[src/rtl/common.sv]
// Shared RV32I pipeline types: instruction word, fetch buffer entry, reset PC.
package common;
  localparam logic [31:0] RESET_PC_DEFAULT = 32'h0000_0000;

  typedef logic [31:0] instruction_type;

  typedef struct packed {
    logic [31:0]     pc;
    instruction_type instruction;
  } fetch_entry_type;
endpackage

[src/rtl/fetch_buffer.sv]
// Synchronous FIFO of fetch entries with flush (flush overrides push); head visible the cycle after push.
// A push while full is taken only together with a pop in the same cycle.
module fetch_buffer import common::*; #(
  parameter int BUF_DEPTH = 2
) (
  input  logic                        clk,
  input  logic                        rst,
  input  logic                        push,
  input  fetch_entry_type             push_entry,
  input  logic                        pop,
  input  logic                        flush,
  output fetch_entry_type             head,
  output logic                        full,
  output logic                        empty,
  output logic [$clog2(BUF_DEPTH):0]  count
);
  localparam int AW = $clog2(BUF_DEPTH);
  localparam logic [AW:0] DEPTH = BUF_DEPTH[AW:0];

  fetch_entry_type mem [BUF_DEPTH];
  logic [AW-1:0]   wr_ptr;
  logic [AW-1:0]   rd_ptr;
  logic            do_push;
  logic            do_pop;

  assign empty   = (count == '0);
  assign full    = (count == DEPTH);
  assign do_pop  = pop && !empty;
  assign do_push = push && (!full || do_pop);
  assign head    = mem[rd_ptr];

  always_ff @(posedge clk) begin
    if (!rst || flush) begin
      wr_ptr <= '0;
      rd_ptr <= '0;
      count  <= '0;
    end else begin
      if (do_push) wr_ptr <= wr_ptr + 1'b1;
      if (do_pop)  rd_ptr <= rd_ptr + 1'b1;
      case ({do_push, do_pop})
        2'b10:   count <= count + 1'b1;
        2'b01:   count <= count - 1'b1;
        default: ;
      endcase
    end
  end

  always_ff @(posedge clk) begin
    if (rst && !flush && do_push) mem[wr_ptr] <= push_entry;
  end
endmodule

[src/rtl/fetch_stage.sv]
// RV32I fetch: PC, credit-limited imem requests, instruction buffer to decode; FETCH_MISALIGN_CHECK_EN adds misaligned-redirect fault.
// Latency: memory latency + 1 to decode; dec_ready low stalls via buffer credits, redirect flushes and drops in-flight responses.
module fetch_stage import common::*; #(
  parameter logic [31:0] RESET_PC  = RESET_PC_DEFAULT,
  parameter int          BUF_DEPTH = 2
) (
  input  logic        clk,
  input  logic        rst,
  output logic        imem_req_valid,
  output logic [31:0] imem_req_addr,
  input  logic        imem_req_ready,
  input  logic        imem_rsp_valid,
  input  logic [31:0] imem_rsp_data,
  input  logic        redirect,
  input  logic [31:0] redirect_pc,
  output logic        dec_valid,
  input  logic        dec_ready,
  output logic [31:0] dec_instruction,
  output logic [31:0] dec_pc,
  output logic        fetch_fault
);
  localparam int CW = $clog2(BUF_DEPTH) + 1;
  localparam logic [CW:0] DEPTH = BUF_DEPTH[CW:0];

  logic [31:0]     req_pc;
  logic [31:0]     rsp_pc;
  logic [CW-1:0]   outstanding;
  logic [CW-1:0]   drop;
  logic [CW-1:0]   count;
  logic [CW-1:0]   inflight_next;
  logic [CW:0]     committed;
  logic [31:0]     target;
  logic            fault;
  logic            req_fire;
  logic            push;
  logic            pop;
  logic            full;
  logic            empty;
  logic            unused_full;
  fetch_entry_type head;

`ifdef FETCH_MISALIGN_CHECK_EN
  assign target = redirect_pc;

  always_ff @(posedge clk) begin
    if (!rst)          fault <= 1'b0;
    else if (redirect) fault <= (redirect_pc[1:0] != 2'b00);
  end
`else
  logic unused_low_bits;
  assign unused_low_bits = ^redirect_pc[1:0];
  assign target          = {redirect_pc[31:2], 2'b00};
  assign fault           = 1'b0;
`endif

  assign unused_full = full;

  // Credit counts the slot freed by this cycle's pop so a 2-entry buffer sustains one fetch per cycle.
  assign committed      = {1'b0, outstanding} + {1'b0, count} - {{CW{1'b0}}, pop};
  assign imem_req_valid = rst && !redirect && !fault && (committed < DEPTH);
  assign imem_req_addr  = req_pc;
  assign req_fire       = imem_req_valid && imem_req_ready;
  assign inflight_next  = outstanding + CW'(req_fire) - CW'(imem_rsp_valid);

  assign push = imem_rsp_valid && (drop == '0);
  assign pop  = dec_ready && !empty;

  assign dec_valid       = !empty;
  assign dec_instruction = empty ? '0 : head.instruction;
  assign dec_pc          = empty ? '0 : head.pc;
  assign fetch_fault     = fault;

  always_ff @(posedge clk) begin
    if (!rst) begin
      req_pc      <= RESET_PC;
      rsp_pc      <= RESET_PC;
      outstanding <= '0;
      drop        <= '0;
    end else begin
      outstanding <= inflight_next;
      if (redirect) begin
        req_pc <= target;
        rsp_pc <= target;
        drop   <= inflight_next;
      end else begin
        if (req_fire) req_pc <= req_pc + 32'd4;
        if (imem_rsp_valid) begin
          if (drop != '0) drop   <= drop - 1'b1;
          else            rsp_pc <= rsp_pc + 32'd4;
        end
      end
    end
  end

  fetch_buffer #(.BUF_DEPTH(BUF_DEPTH)) u_buffer (
    .clk        (clk),
    .rst        (rst),
    .push       (push),
    .push_entry ({rsp_pc, imem_rsp_data}),
    .pop        (pop),
    .flush      (redirect),
    .head       (head),
    .full       (full),
    .empty      (empty),
    .count      (count)
  );
endmodule
[config.mk]
export PLATFORM = sky130hd
export DESIGN_NAME = fetch_stage
export DESIGN_NICKNAME = d
export VERILOG_FILES = /design/src/rtl/common.sv /design/src/rtl/fetch_buffer.sv /design/src/rtl/fetch_stage.sv
export SDC_FILE = /design/constraint.sdc
export NUM_CORES = 1
export LEC_CHECK = 0
export BUFFER_PORTS_ARGS = -buffer_cell sky130_fd_sc_hd__buf_2
export CORE_UTILIZATION = 55
export CTS_BUF_LIST = sky130_fd_sc_hd__clkbuf_4
export CTS_CLUSTER_DIAMETER = 100
export DETAILED_ROUTE_END_ITERATION = 6
export GPL_TIMING_DRIVEN = 0
export MAX_ROUTING_LAYER = met4
export PLACE_DENSITY = 0.81
export RECOVER_POWER = 50
export SYNTH_ARGS = -nofsm -noshare
export SYNTH_HDL_FRONTEND = slang
export SYNTH_SLANG_ARGS = --single-unit
[constraint.sdc]
create_clock -name clk -period 15.5 [get_ports clk]
set_input_delay 3.1 -clock clk [delete_from_list [all_inputs] [get_ports clk]]
set_output_delay 3.1 -clock clk [all_outputs]
set_load 0.05 [all_outputs]
# ---- Word-level counts from Yosys, hierarchy flattened
# Memory sizes are Yosys's and may differ from the RTL's. A register that Yosys moved wholly into a read port is not among the register bits.
# Cells that the tools add are included.
dict set report op_classes {
  n_addsub 11
  magnitude_cmp 1
  eq_ne 4
  mux 15
  n_bitwise 2
  reduce_logical 25
}
# operator count
set ops {}
lappend ops {{$mux W32} 7}
lappend ops {{$add A32 B3 Y32 const B} 2}
lappend ops {{$reduce_bool A2 Y1} 5}
lappend ops {{$logic_and A1 B1 Y1} 8}
lappend ops {{$mux W2} 3}
lappend ops {{$reduce_and A2 Y1} 3}
lappend ops {{$eq A2 B2 Y1 const B} 2}
lappend ops {{$logic_not A1 Y1} 4}
lappend ops {{$logic_not A2 Y1} 2}
lappend ops {{$mux W1} 4}
lappend ops {{$pmux W2 S2} 1}
lappend ops {{$sub A2 B1 Y2 const B} 2}
lappend ops {{$add A2 B2 Y3} 1}
lappend ops {{$lt A3 B2 Y1 const B} 1}
lappend ops {{$sub A3 B1 Y3} 1}
lappend ops {{$add A1 B1 Y1 const B} 2}
lappend ops {{$add A2 B1 Y2} 1}
lappend ops {{$add A2 B1 Y2 const B} 1}
lappend ops {{$eq A2 B1 Y1 const B} 1}
lappend ops {{$logic_or A1 B1 Y1} 2}
lappend ops {{$ne A2 B2 Y1 const B} 1}
lappend ops {{$not A1 Y1} 2}
lappend ops {{$reduce_or A2 Y1} 1}
lappend ops {{$sub A2 B1 Y2} 1}
dict set report totals {
  register_bits 72
  mem_bits_rw 128
  inputBits 70
  output_inout_bits 99
  word_cells 68
  n_memories 1
}
# name words word_bits read_ports rd_ports_with_merged_regs wr line_no
set mem_list {}
lappend mem_list {u_buffer.mem 2 64 1 1 1 fetch_buffer.sv:20} ;# fetch_entry_type mem [BUF_DEPTH];

# ---- Logic depth before layout (Yosys ltp)
dict set report logic_depth {
  ltp_word 10
  mapped_depth 18
  mapped_depth_nobuf 15
}

# ---- Hierarchy
# Synthesis repeated with hierarchy kept, for this count alone.
dict set report unflattened {
  cells_unflattened 775
  area_unflattened_um2 9366.5
}
# module instances cells_per_inst area_each_um2 seq_area_each_um2
set modules_own_cells {}
lappend modules_own_cells {fetch_buffer 1 230 5181.2 3943.8}
lappend modules_own_cells {fetch_stage 1 545 4185.3 1281.2}

# ---- Worst setup path after synthesis
# OpenSTA, ideal clock, no wires.
dict set report synth_timing {
  path_type {in2reg}
  startpoint {input port rst}
  endpoint {memory u_buffer.mem[1][0] (netlist bit) (enable)}
  setup_ns 0.571
  t_arrival_ns 8.031
  required_ns 14.929
  setup_slack_ns 6.897
  path_stages 3
  path_buffers 0
  path_cell_list {nor2b_1 > nand2_1 > nor3b_1}
}
dict set report synth_via {
  elab_chain_cells 4
}
# item line_no
set synth_rtl {}
lappend synth_rtl {{start: declaration} fetch_stage.sv:8} ;# input logic rst,
lappend synth_rtl {{$logic_and A1 B1 Y1 (2 in series)} fetch_buffer.sv:49} ;# if (rst && !flush && do_push) mem[wr_ptr] <= push_entry;
lappend synth_rtl {{$mux W1} fetch_buffer.sv:49}
lappend synth_rtl {{$mux W1 (implied by the code)} fetch_buffer.sv:49}
lappend synth_rtl {{end: declaration} fetch_buffer.sv:20}
# Every way passes these cells.

# ---- Worst setup path after layout
dict set report layout_timing {
  startpoint {input port dec_ready}
  endpoint {output port imem_req_valid}
}
dict set report layout_via {
  elab_chain_cells 4
}
# item line_no
set layout_rtl {}
lappend layout_rtl {{start: declaration} fetch_stage.sv:17} ;# input logic dec_ready,
lappend layout_rtl {{$logic_and A1 B1 Y1} fetch_stage.sv:66} ;# assign pop = dec_ready && !empty;
lappend layout_rtl {{$sub A3 B1 Y3} fetch_stage.sv:59} ;# assign committed = {1'b0, outstanding} + {1'b0, count} - {{CW{1'b0}}, pop};
lappend layout_rtl {{$lt A3 B2 Y1} fetch_stage.sv:60} ;# assign imem_req_valid = rst && !redirect && !fault && (committed < DEPTH);
lappend layout_rtl {{$logic_and A1 B1 Y1} fetch_stage.sv:60}
lappend layout_rtl {{end: declaration} fetch_stage.sv:9} ;# output logic imem_req_valid,
# Every way passes these cells.

==> impl_metrics.toml <==
[logic_synthesis]
yosys_warnings = 0
synth-edff-count = 124
ys_seq_area_frac = 0.601
ys_seq_elements = 193
syn-cell-area_mm2 = 0.00850
netlist_instances = 745
syn_area_per_cell_um2 = 11.4
synth_top_flop_cell = "edfxtp_1"
synth_cell_types = 57
async_reset_ff_frac = 0

[clock_network]
cts_hold_buffers = 0
cts_max_level = 4
clock_latency_ns = 0.60
cts-root-buf = "clkbuf_4"
postCtsResizedCells = 0
cts_tree = "yes"
cts_buffers = 17
post_cts_buffers = 0
cts_sinks = 193
clockBufferDepth = 2
path_clk_slew_ns = 0.14

[detailed_routing]
drt-wirelength-per-cell_um = 17.3
routed_wl_um = 19700
drtIter0Drc = 421
viasPerCell = 5.67
num_vias = 6467
ant_nets = 0
drtPass1Iterations = 5
drc = 0

[layout]
finish.utilization = 0.654
diodes = 0
area_delta_synth_final_pct = 16.5
nNetsFinal = 1017
drive_gt1_frac = 0.186

[critical_path]
end_kind = "output port"
start_kind = "primary input"
path_cells = "buf_2 > nor2b_1 > ha_1 > nand2b_1 > fa_1 > xor2_1 > and3_1 > buf_2"
cp_max_fo = 6
cp.arrival_ns = 5.06
crit_path_top_delay_cell = "fa_1"
slowest_delay_ns = 0.41
crit_type = "primary input to output port"
path_common_cell = "buf_2"
crit_required_ns = 12.40

[sta]
clock.fmax_ghz = 0.122
finalSetupViolations = 0
rsz0062_at_grt = "false"
slew_headroom = -0.132
finalSetupTns_ns = 0
skew_ns = 0.0190
hold_viol = 0
period_needed_ns = 8.16
tightest_slew_ns = 1.69
final.period_utilization = 0.527
slew_viol_final = 12

[placed_design]
gp_congestion = 0.931
io_buffers = 161
post-dp-hpwl_um = 14800

[global_routing]
grt_pass1_wl_um = 30900
grt_overflow = 0
grt_pass1_vias = 6091
met2_usage = 0.420
use_met3 = 0.0519
gr-max-usage-layer = "met2"
grt_max_degree = 18
grt_antenna_before_repair = 0
track_usage = 0.260
met1_usage = 0.332

[outcome]
status = "finished, violations left"
violations = "max-capacitance violations, max-slew violations"

[run]
maxCapViolCount = 2

[power]
p_total_uw = 1020
power_density_mw_per_mm2 = 103
p_leak_uw = 0.00349
vdd_ir_drop_max_mv = 0.0446

[die]
rows = 45
die_height_um = 126
start_util = 0.561
core_area_mm2 = 0.0151
die-area_mm2 = 0.0160
die_w_um = 126
io_pins = 169

[worst_hold_path]
hp-class = "register to register"
==> cell usage after synthesis (all sizes together), types with 4 or more instances <==
| cell | number | area share |
|---|---|---|
| a21oi | 50 | 0.029 |
| a31oi | 12 | 0.0088 |
| and2 | 7 | 0.0053 |
| and3 | 18 | 0.014 |
| and4 | 10 | 0.011 |
| buf | 11 | 0.0094 |
| clkbuf | 32 | 0.015 |
| dfxtp | 69 | 0.16 |
| edfxtp | 124 | 0.44 |
| ha | 7 | 0.010 |
| inv | 14 | 0.0062 |
| mux2i | 62 | 0.073 |
| nand2 | 41 | 0.018 |
| nand3 | 25 | 0.015 |
| nand4 | 13 | 0.010 |
| nor2 | 84 | 0.037 |
| nor3 | 17 | 0.010 |
| nor4 | 13 | 0.0096 |
| o21ai | 39 | 0.023 |
| o22ai | 7 | 0.0052 |
| or3 | 4 | 0.0029 |
| xnor2 | 34 | 0.035 |
| xor2 | 18 | 0.019 |
==> per-layer routing <==
layer,vias up,wire length (um)
met5,-,0
met4,0,267
met3,24,1670
met2,291,9280
met1,3027,8500
li1,3125,-
==> final timing paths <==
path,slack [ns],start,depth (start not counted),end
hold / removal,0.51,u_buffer.wr_ptr,2,u_buffer.wr_ptr
setup reg to reg,10.27,u_buffer.count[0],18,drop[1]
hold reg to reg,0.51,u_buffer.wr_ptr,2,u_buffer.wr_ptr
setup / recovery,7.34,dec_ready,8,imem_req_valid
==> flip-flops by register name (all words and copies together), names as in the netlist, named ones only <==
name             flops
drop                 2
u_buffer.mem       124
u_buffer.wr_ptr      1
u_buffer.count       2
imem_req_addr       30
outstanding          2
rsp_pc              30
u_buffer.rd_ptr      1
==> where the power goes <==
part / switching [uW] / internal, uW
logic: 105 / 43.3
registers: 20.1 / 569
clock network: 166 / 113
==> placed cells by master (no fill, tap or decap), types with 4 or more instances in the layout <==
cell,count
a21oi_1,50
a31oi_1,12
and2_1,5
and3_1,15
and4_1,8
buf_2,117
buf_4,6
buf_6,10
clkbuf_1,77
clkbuf_4,19
clkinv_2,4
conb_1,5
dfxtp_1,69
edfxtp_1,124
ha_1,7
inv_1,14
mux2i_1,62
nand2_1,41
nand3_1,24
nand4_1,12
nor2_1,84
nor3_1,17
nor4_1,13
o21ai_0,39
o22ai_1,7
or3_1,4
xnor2_1,34
xor2_1,18
==> cells by family after synthesis <==
group           count (synthesis)  synth area share
compound gates                125            0.0830
flops                         193             0.601
fa+ha+maj                       8            0.0127
other cells                     1          0.000441
mux                            62            0.0730
simple gates                  247             0.146
buf+inv                        57            0.0302
xor+xnor                       52            0.0536
==> final cells by class <==
type	instances	area [um^2]
Inverter	14	52.6
Multi-Input combinational cell	499	3150
Sequential cell	193	5100
Tap cell	188	235
Buffer	43	204
Clock buffer	18	135
Timing Repair Buffer	171	858
Fill cell	1217	5240
Clock inverter	14	164
==> critical path: cells and delay by family <==
kind / cells / cell delay (ns)
adder cells (fa/ha/maj): 2 / 0.68
AND/OR/NAND/NOR: 3 / 0.61
buffers and inverters: 2 / 0.40
XOR/XNOR: 1 / 0.27
==> metrics by stage <==
step	setup WS, ns	cell area (um^2)	std cells	hold slack [ns]
2_1_floorplan	6.90	8510	749	0.449
3_3_place_gp	4.45	9560	1098	0.473
3_5_place_dp	7.34	9680	1108	0.492
4_1_cts	7.33	9980	1140	0.518
5_1_grt	7.25	9900	1140	0.544
6_report	7.34	9900	1140	0.511
(Power assumes the default switching activity.)
